$ cat config.mk
export PLATFORM = sky130hd
export DESIGN_NAME = hash_serializer
export DESIGN_NICKNAME = d
export VERILOG_FILES = /design/src/rtl/hash_serializer.sv
export SDC_FILE = /design/constraint.sdc
export NUM_CORES = 1
export LEC_CHECK = 0
export BUFFER_PORTS_ARGS = -buffer_cell sky130_fd_sc_hd__buf_2
export CAP_MARGIN = 20
export CELL_PAD_IN_SITES_DETAIL_PLACEMENT = 1
export CELL_PAD_IN_SITES_GLOBAL_PLACEMENT = 1
export CORE_MARGIN = 5
export CORE_UTILIZATION = 56
export CTS_CLUSTER_SIZE = 30
export DETAILED_ROUTE_END_ITERATION = 12
export PLACE_DENSITY_LB_ADDON = 0.12
export SYNTH_ARGS = -nofsm -noshare
export SYNTH_HDL_FRONTEND = slang
export SYNTH_SLANG_ARGS = --single-unit
$ cat constraint.sdc
create_clock -name clk -period 7.1 [get_ports clk]
set_input_delay 1.42 -clock clk [delete_from_list [all_inputs] [get_ports clk]]
set_output_delay 1.42 -clock clk [all_outputs]
set_load 0.005 [all_outputs]
$ cat src/rtl/hash_serializer.sv
`default_nettype none
// ----------------------------------------------------------------------------
// hash_serializer: buffers 128-bit hashes in a FIFO and streams them MSB-first
// as bytes over a valid/ready link, counting any hashes dropped on overflow.
// Revision: 1.0
// ----------------------------------------------------------------------------
module hash_serializer #(
  parameter int DEPTH = 4
) (
  input  logic         clk,
  input  logic         rst_n,
  input  logic         i_valid,
  input  logic [127:0] i_hash,
  input  logic         i_clr_stat,
  output logic         o_byte_valid,
  output logic [7:0]   o_byte,
  input  logic         i_byte_ready,
  output logic         o_last,
  output logic         o_overflow,
  output logic [7:0]   o_drop_cnt,
  output logic         o_busy
);

  localparam int               c_AW      = $clog2(DEPTH);
  localparam logic [c_AW:0]    c_FULL    = (c_AW+1)'(DEPTH);
  localparam logic [0:0]       c_ST_IDLE = 1'b0;
  localparam logic [0:0]       c_ST_SEND = 1'b1;

  logic [127:0]    r_mem [DEPTH];
  logic [c_AW-1:0] r_wr_ptr;
  logic [c_AW-1:0] r_rd_ptr;
  logic [c_AW:0]   r_count;
  logic [0:0]      r_state;
  logic [0:0]      w_state_nxt;
  logic [127:0]    r_shreg;
  logic [3:0]      r_idx;
  logic            r_overflow;
  logic [7:0]      r_drop_cnt;

  logic w_empty;
  logic w_hs;
  logic w_at_last;
  logic w_pop;
  logic w_shift;
  logic w_push;
  logic w_drop;

  assign w_empty   = (r_count == '0);
  assign w_hs      = (r_state == c_ST_SEND) && i_byte_ready;
  assign w_at_last = (r_idx == 4'd15);
  // A pop in the same cycle frees a slot, so a full FIFO still accepts.
  assign w_push    = i_valid && ((r_count != c_FULL) || w_pop);
  assign w_drop    = i_valid && !w_push;

  always_ff @(posedge clk or negedge rst_n) begin
    if (!rst_n) r_state <= c_ST_IDLE;
    else        r_state <= w_state_nxt;
  end

  always_comb begin
    w_state_nxt = r_state;
    case (r_state)
      c_ST_IDLE: if (!w_empty) w_state_nxt = c_ST_SEND;
      c_ST_SEND: if (w_hs && w_at_last && w_empty) w_state_nxt = c_ST_IDLE;
      default:   w_state_nxt = c_ST_IDLE;
    endcase
  end

  always_comb begin
    w_pop        = 1'b0;
    w_shift      = 1'b0;
    o_byte_valid = 1'b0;
    o_last       = 1'b0;
    case (r_state)
      c_ST_IDLE: w_pop = !w_empty;
      c_ST_SEND: begin
        o_byte_valid = 1'b1;
        o_last       = w_at_last;
        if (w_hs) begin
          if (!w_at_last) w_shift = 1'b1;
          else            w_pop   = !w_empty;
        end
      end
      default: ;
    endcase
  end

  always_ff @(posedge clk) begin
    if (w_push) r_mem[r_wr_ptr] <= i_hash;
  end

  always_ff @(posedge clk or negedge rst_n) begin
    if (!rst_n) begin
      r_wr_ptr <= '0;
      r_rd_ptr <= '0;
      r_count  <= '0;
    end else begin
      if (w_push) r_wr_ptr <= r_wr_ptr + 1'b1;
      if (w_pop)  r_rd_ptr <= r_rd_ptr + 1'b1;
      case ({w_push, w_pop})
        2'b10:   r_count <= r_count + 1'b1;
        2'b01:   r_count <= r_count - 1'b1;
        default: r_count <= r_count;
      endcase
    end
  end

  always_ff @(posedge clk or negedge rst_n) begin
    if (!rst_n) begin
      r_shreg <= '0;
      r_idx   <= '0;
    end else if (w_pop) begin
      r_shreg <= r_mem[r_rd_ptr];
      r_idx   <= '0;
    end else if (w_shift) begin
      r_shreg <= {r_shreg[119:0], 8'h00};
      r_idx   <= r_idx + 4'd1;
    end
  end

  // A drop coincident with a clear restarts the count at one.
  always_ff @(posedge clk or negedge rst_n) begin
    if (!rst_n) begin
      r_overflow <= 1'b0;
      r_drop_cnt <= '0;
    end else if (w_drop) begin
      r_overflow <= 1'b1;
      if (i_clr_stat)               r_drop_cnt <= 8'd1;
      else if (r_drop_cnt != 8'hFF) r_drop_cnt <= r_drop_cnt + 8'd1;
    end else if (i_clr_stat) begin
      r_overflow <= 1'b0;
      r_drop_cnt <= '0;
    end
  end

  assign o_byte     = r_shreg[127:120];
  assign o_overflow = r_overflow;
  assign o_drop_cnt = r_drop_cnt;
  assign o_busy     = !w_empty || (r_state == c_ST_SEND);

endmodule
`default_nettype wire
======== Word level (Yosys, flattened, before mapping) ========
Memories as Yosys holds them, arrays and structs flattened.
Index checks and enable logic that the tools add are counted.
storage, ports and cells
  latch bits .............................. 0
  bits in writable memories ............... 512
  input bits .............................. 133
  logic and storage cells ................. 60
  bits in read-only memories .............. 0
  output and inout bits ................... 20
  flip-flop bits (word level) ............. 149
  memories kept ........................... 1
memories
  memory  words  bits a word  rd ports  clocked after memory_dff  wr ports  RTL line  source
  r_mem   4      128          1         0                         1         29        logic [127:0] r_mem [DEPTH];
cells by class
  $add $sub $neg .......................... 6
  bitwise operators ....................... 1
  $mul .................................... 0
  muxes and demuxes ....................... 24
  shift operators ......................... 0
  divide/modulo/power cells ............... 0
  eq/ne operators ......................... 5
  order comparisons ....................... 0
  reduce and logical (&&, ||, !) cells .... 15
operator list
  cell                   number
  $mux W128              2
  $mux W8                4
  $mux W1                13
  $add A8 B1 Y8 const B  1
  $mux W4                2
  $ne A8 B8 Y1 const B   1
  $reduce_bool A2 Y1     4
  $pmux W3 S2            1
  $logic_and A1 B1 Y1    5
  $add A2 B1 Y2 const B  2
  $add A4 B1 Y4 const B  1
  $eq A4 B4 Y1 const B   1
  $pmux W1 S2            2
  $add A3 B1 Y3 const B  1
  $logic_not A3 Y1       1
  $ne A3 B3 Y1 const B   1
  $sub A3 B1 Y3 const B  1
  $eq A2 B1 Y1 const B   1
  $eq A2 B2 Y1 const B   1
  $logic_not A1 Y1       2
  $logic_or A1 B1 Y1     2
  $reduce_and A2 Y1      1
  $not A1 Y1             1

======== Longest topological paths before layout ========
Gate-level depths: netlist of run 1.
  depth in word-level cells ............... 11
  mapped depth ............................ 11
  gate-level depth less buffers ........... 9

======== Worst setup path before layout of run 1 ========
No wires, ideal clock.
  path kind ............................... input port to flip-flop
  start point ............................. input port i_byte_ready
  end point ............................... memory r_mem[0][0] (enable)
  path buffers ............................ 1
  slack ................................... 1.497 ns
  stages on the path ...................... 4
  required time ........................... 6.598 ns
  arrival ................................. 5.101 ns
  path through ............................ nand4_1 > buf_2 > a31oi_1 > and2_1
on the way
  word-level cells in the longest chain between the ends .. 7
ends and longest elaborated chain
  item                           RTL line  source
  start, declared                17        input logic i_byte_ready,
  $logic_and A1 B1 Y1            49        assign w_hs = (r_state == c_ST_SEND) && i_byte_ready;
  $mux W1                        79        if (w_hs) begin
  $pmux W1 S2                    74        case (r_state)
  $logic_or A1 B1 Y1             52        assign w_push = i_valid && ((r_count != c_FULL) || w_pop);
  $logic_and A1 B1 Y1            52
  $mux W1                        89        if (w_push) r_mem[r_wr_ptr] <= i_hash;
  $mux W1 (implied by the code)  89
  end, declared                  29
Every way passes these cells.

======== Worst setup path after layout of run 1 ========
  start point ............................. input port i_byte_ready
  end point ............................... memory r_mem[2][78] (enable)
Same word-level chain as after synthesis.

==> results of run 1 <==
path summary, 6_finish.rpt:
path | from | end | slack, ns | cells past startpoint
max in group asynchronous | rst_n | o_drop_cnt[3] | 4.79 | 2
max | i_byte_ready | r_mem[2][78] | 3.09 | 5
min reg2reg | r_shreg[120] | r_shreg[120] | 0.49 | 2
min | r_shreg[120] | r_shreg[120] | 0.49 | 2
min in group asynchronous | rst_n | r_shreg[100] | 0.92 | 1
max reg2reg | r_idx[1] | r_mem[2][78] | 3.36 | 5
logic make-up (layout without fill, tap and decap cells):
| family | Yosys count | in the layout |
|---|---|---|
| AOI/OAI and AO/OA | 150 | 150 |
| and+or+nand+nor | 329 | 329 |
| xor gates and xnor gates | 7 | 7 |
| DFF | 661 | 661 |
| muxes | 129 | 129 |
| adders and majority gates | 7 | 7 |
| buffers and inverters | 106 | 303 |
final cells by class:
class / count / area (sq um) / area share
Tap cell: 592 / 741 / 0.0258
Timing Repair Buffer: 169 / 952 / 0.0332
Inverter: 9 / 33.8 / 0.00118
Clock inverter: 32 / 340 / 0.0119
Multi-Input combinational cell: 622 / 5640 / 0.196
Sequential cell: 661 / 19100 / 0.666
Clock buffer: 93 / 1900 / 0.0661
tightest hold or removal path, stage by stage, from the launching register on:
cell     delay [ns]
dfrtp_1        0.34
nand3_1        0.06
nand2_1        0.06
layout by cell type (no fill, tap or decap), types with 2 or more instances in the layout:
master and n:
mux4_2 128, xor2_1 3, a22oi_1 112, o31ai_1 4, edfxtp_1 512, and2_4 5
or4_1 4, o21ai_0 2, dfrtp_1 147, and3_1 3, clkbuf_8 4, clkbuf_1 18
a21oi_1 9, bufinv_16 6, clkinv_2 8, o41ai_1 2, buf_2 151, nand3_1 126
buf_4 13, xnor2_1 4, ha_1 6, clkinv_1 9, o21bai_1 2, nand4_1 3
a31oi_1 11, clkinvlp_4 3, buf_12 3, inv_6 4, o221ai_1 2, dfrtp_4 2
nor2_1 18, inv_1 9, and2_1 2, clkbuf_16 71, nand2_1 161
registers in the layout (all words and copies together), names as in the netlist:
name	count
r_mem	512
r_shreg	128
o_drop_cnt	8
r_idx	4
r_count	3
r_rd_ptr	2
r_wr_ptr	2
o_overflow	1
r_state	1
synth_stat cells, types with 2 or more instances:
cell type,n
nor2_1,18
o21bai_1,2
a21oi_1,9
nand3_1,126
nand2_1,162
dfrtp_1,149
a31oi_1,11
xnor2_1,4
mux4_2,128
clkbuf_1,37
buf_4,17
o41ai_1,2
nand4_1,3
and2_1,7
buf_2,34
edfxtp_1,512
o21ai_0,2
o221ai_1,2
ha_1,6
xor2_1,3
inv_1,9
buf_1,9
or4_1,4
and3_1,3
o31ai_1,4
a22oi_1,112
through the flow:
step | cell area (sq um) | worst slack (ns) | util | hold WS, ns | std cells
after global routing | 28700 | 2.96 | 0.647 | 0.521 | 2178
after CTS | 28700 | 3.09 | 0.647 | 0.493 | 2178
final | 28700 | 3.09 | 0.647 | 0.491 | 2178
after detailed placement | 26500 | 2.54 | 0.596 | 0.478 | 2053
after floorplan | 25200 | 1.50 | - | 0.460 | 1389
after global placement | 26400 | 2.67 | 0.596 | 0.469 | 2052
where the power goes:
part / leakage (nW) / switching (W) / total (W) / internal (W)
clock: 1.09 / 0.00147 / 0.00358 / 0.00211
sequential: 6.68 / 0.000501 / 0.00559 / 0.00509
combinational: 2.86 / 0.00130 / 0.00234 / 0.00104
routing by layer:
metal / GRT usage / vias up / wire length, um
met5: 0 / - / 13
met4: 0.0527 / 2 / 1150
met3: 0.0466 / 94 / 3190
met2: 0.403 / 439 / 30000
met1: 0.332 / 7280 / 24300
li1: - / 5780 / -
==> results_dict.tcl, run 1 <==
set metrics [dict create \
    status "finished, final reports clean" \
    synth_compound_area_frac 0.0434 \
    syn_avg_cell_area_sq_um 18.2 \
    final_hold_viol_count 0 \
    nFillCells 3805 \
    max_slew.worst_pin.slew_ns 1.02 \
    antenna_left 0 \
    synth_mux_area_frac 0.115 \
    synth_top_area_share 0.610 \
    hp-class "register to register" \
    rsz0062_at_grt "no" \
    h-tree-depth 3 \
    layout-drive-gt1-share 0.257 \
    slowest_delay_ns 0.79 \
    crit_chain "buf_2 > nand4_1 > a31oi_1 > and2_4 > buf_4" \
    total_power_w 0.0115 \
    numClockSinks 661 \
    grt_usage 0.239 \
    grt_pass1_vias 14800 \
    p_leak_nw 10.6 \
    syn-num-nets 1529 \
    gp_congestion 0.755 \
    n_antenna_cell 0 \
    dieWidth_um 222 \
    post-cts-setup-buffer-count 0 \
    antenna_found_initial 3 \
    synth_xor_area_frac 0.00243 \
    die_height_um 222 \
    synth_top_flop_cell "edfxtp_1" \
    timing.final.crit_share 0.564 \
    io_pins 153 \
    min_period_ns 4.01 \
    yosysUniqueCellTypes 40 \
    overflow 0 \
    cts_buffers 68 \
    drc_errors 0 \
    yosysWarnings 0 \
    cp-end-kind "register" \
    worstPathMaxFanout 43 \
    crit_slowest_cell "a31oi_1" \
    synth_fa_ha_area_frac 0.00377 \
    cts_hold_repair.buffers 0 \
    critPathLaunchType "input port" \
    max_freq_mhz 250 \
    cts_root_buffer "clkbuf_16" \
    synth_area_sq_um 25200 \
    slew_headroom 0.318 \
    grt_max_degree 103 \
    fin_skew_ns 0.0206 \
    cts.clk_slew.worst_paths_ns 0.06 \
    cts_resized 0 \
    clk_path_buf_depth 3 \
    synth_seq_area_share 0.758 \
    vias 13600 \
    slew_viol_final 0 \
    initial_core_util 0.568 \
    viasPerCell 6.24 \
    ir_drop_mv 0.261 \
    insertion_delay_ns 0.60 \
    detail_route.wl_per_cell_um 26.9 \
    ys_ff_latch 661 \
    grt_pass1_wl_um 90700 \
    max-cap-violations 0 \
    required_ns 7.32 \
    synth_top_family_by_area "multiplexers" \
    drtPass1Iterations 5 \
    crit_arrival_ns 4.22 \
    setup_viol 0 \
    synthSimpleGateAreaFrac 0.0579 \
    die_area_sq_um 49400 \
    portBuffers 152 \
    cts_tree "built" \
    drt-initial-drc-count 1280 \
    yosys-top-cells-area "edfxtp_1 61%, dfrtp_1 15%, mux4_2 11%" \
    critPathBufInv 2 \
    core_sq_um 44400 \
    nNetsFinal 1671 \
    crit_family "simple AND/OR/NAND/NOR gates" \
    setup_tns_ns 0 \
    synth_top_area_cell "edfxtp_1" \
    critPathKind "input port to register" \
    finalWirelength_um 58600 \
    power-per-cell-area_nw_per_um2 401 \
    postSynthCellCount 1389 \
    row_count 77 \
    syn_to_final_growth_pct 13.9 \
    dpl.hpwl_um 33300 \
    synth_edf_count 512 \
    synthArstFlopShare 0.225 \
]
Power figures use the tool's default switching activity.
==> run 2, diff against run 1 <==
Settings changed: CORE_UTILIZATION 56 to 47.
Clock period 7.1 ns to 3.64 ns, I/O delays scaled along.
==> run 2 against run 1 <==
Net effect: sequential power is 91% higher; core utilization down 9.6 points; routed wire length decreased by 2.9%; clock power increased by 92%; non-clock buffer count increased by 18; cell area increased by 1.4%; worst hold slack got worse by 0.43 ns; combinational power rose by 110%; sequential share of layout area fell by 0.95 points; critical endpoint is now o_busy.
==> results_dict.tcl, run 2 (synthesis gave the netlist of run 1 again) <==
set metrics [dict create \
    status "finished, final reports clean" \
    die_height_um 242 \
    r2r_start "r_idx[0]" \
    nFillCells 4739 \
    post-cts-setup-buffer-count 0 \
    min_period_ns 2.71 \
    nNetsFinal 1692 \
    gp_congestion 0.723 \
    cts_tree "built" \
    critPathKind "register to output port" \
    reg2reg_depth 6 \
    grt_usage 0.194 \
    p_leak_nw 10.8 \
    io_pins 153 \
    row_count 84 \
    hp-class "input port to async pin" \
    insertion_delay_ns 0.60 \
    critPathBufInv 1 \
    setup_tns_ns 0 \
    dpl.hpwl_um 34100 \
    slew_viol_final 0 \
    wl_met1_um 25700 \
    r2r-end "r_mem[0][35]" \
    slowest_delay_ns 0.68 \
    numClockSinks 661 \
    cts_buffers 71 \
    timing.final.crit_share 0.744 \
    drtPass1Iterations 5 \
    grt_pass1_wl_um 88200 \
    grt_max_degree 125 \
    crit_arrival_ns 1.98 \
    instances_no_fill 2295 \
    max-cap-violations 0 \
    portBuffers 152 \
    required_ns 2.91 \
    finalWirelength_um 56900 \
    clk_path_buf_depth 3 \
    mostFrequentLayoutCells "512 x edfxtp_1, 161 x nand2_1, 151 x buf_2, 147 x dfrtp_1, 128 x mux4_2" \
    max_slew.worst_pin.slew_ns 0.821 \
    top_register "r_mem" \
    cts_root_buffer "clkbuf_16" \
    worstPathMaxFanout 6 \
    dr.max_layer_used "met5" \
    cts_hold_repair.buffers 0 \
    fin_skew_ns 0.0287 \
    viasPerCell 5.73 \
    route.met2.wl_um 28100 \
    overflow 0 \
    dp.cells 2167 \
    ir_drop_mv 0.451 \
    cp-end-kind "output port" \
    reg2reg_slack_ns 0.95 \
    wl_met3_um 2250 \
    core_sq_um 52900 \
    crit_slowest_cell "nor3_1" \
    grt_pass1_vias 14300 \
    power-per-cell-area_nw_per_um2 770 \
    initial_core_util 0.477 \
    syn_to_final_growth_pct 15.5 \
    drt-initial-drc-count 827 \
    critPathLaunchType "register" \
    crit_chain "nor3_1 > nand2_1 > buf_2" \
    cts_resized 0 \
    final_hold_viol_count 0 \
    crit_family "simple AND/OR/NAND/NOR gates" \
    rsz0062_at_grt "no" \
    vias 13100 \
    dieWidth_um 242 \
    drc_errors 0 \
    setup_viol 0 \
    slew_headroom 0.453 \
    largest_reg_flops 512 \
    total_power_w 0.0224 \
    antenna_found_initial 3 \
    n_antenna_cell 0 \
    layout-drive-gt1-share 0.264 \
    h-tree-depth 3 \
    max_freq_mhz 369 \
    detail_route.wl_per_cell_um 24.8 \
    cts.clk_slew.worst_paths_ns 0.06 \
    final_common_cell "edfxtp_1" \
    die_area_sq_um 58400 \
    antenna_left 0 \
]
-- run 2: cell types whose count changed in the layout (fill, tap and decap cells not counted), moves of 3 or more --
cell	before	now
bufinv_16	6	0
clkbuf_1	18	23
clkbuf_16	71	76
clkinvlp_4	3	0
buf_12	3	18
clkbuf_8	4	11
buf_4	13	17
-- run 2: how the worst max path moves through the flow --
| stage | start | endpoint | slack, ns | depth (start not counted) |
|---|---|---|---|---|
| final | r_count[1] | o_busy | 0.93 | 3 |
| after global routing | r_idx[0] | r_mem[2][54] | 0.77 | 6 |
| after CTS | r_count[1] | o_busy | 0.91 | 3 |
| after detailed placement | i_byte_ready | r_mem[0][20] | 0.68 | 6 |
| after global placement | i_byte_ready | r_mem[0][4] | 0.72 | 6 |
| after floorplan | i_byte_ready | r_mem[0][0] | 0.13 | 4 |
-- run 2: cell type report --
cell class / count / area [sq um] / area share
clock buffer: 110 / 2140 / 0.0734
clock inverter: 18 / 92.6 / 0.00318
inverter: 9 / 33.8 / 0.00116
multi-input combinational: 622 / 5640 / 0.194
sequential: 661 / 19100 / 0.656
tap: 688 / 861 / 0.0295
timing repair buffer: 187 / 1250 / 0.0431
-- run 2: worst register-to-register path, cell delays in order, from the launching register on --
cell and delay [ns]:
dfrtp_1 0.38, ha_1 0.21, nand4_1 0.11, buf_4 0.20, a31oi_1 0.54, and2_4 0.56, buf_12 0.32
-- run 2: where the power goes --
| group | internal, W | total, W | switching (W) |
|---|---|---|---|
| logic | 0.00218 | 0.00487 | 0.00269 |
| clock network | 0.00404 | 0.00688 | 0.00284 |
| registers | 0.00991 | 0.0107 | 0.000765 |
-- run 2: stage by stage --
stage | utilization | hold WS (ns) | worst slack, ns | cell area (sq um)
detailed placement | 0.509 | 0.479 | 0.680 | 26900
floorplan | - | 0.432 | 0.134 | 25200
finish | 0.551 | 0.0610 | 0.930 | 29100
global route | 0.551 | 0.0640 | 0.772 | 29100
CTS | 0.551 | 0.0393 | 0.909 | 29100
global placement | 0.509 | 0.470 | 0.716 | 26900
-- run 2: metal layers --
metal / vias up / track usage
met5: - / 0
met4: 6 / 0.0473
met3: 64 / 0.0339
met2: 279 / 0.314
met1: 6971 / 0.280
li1: 5819 / -
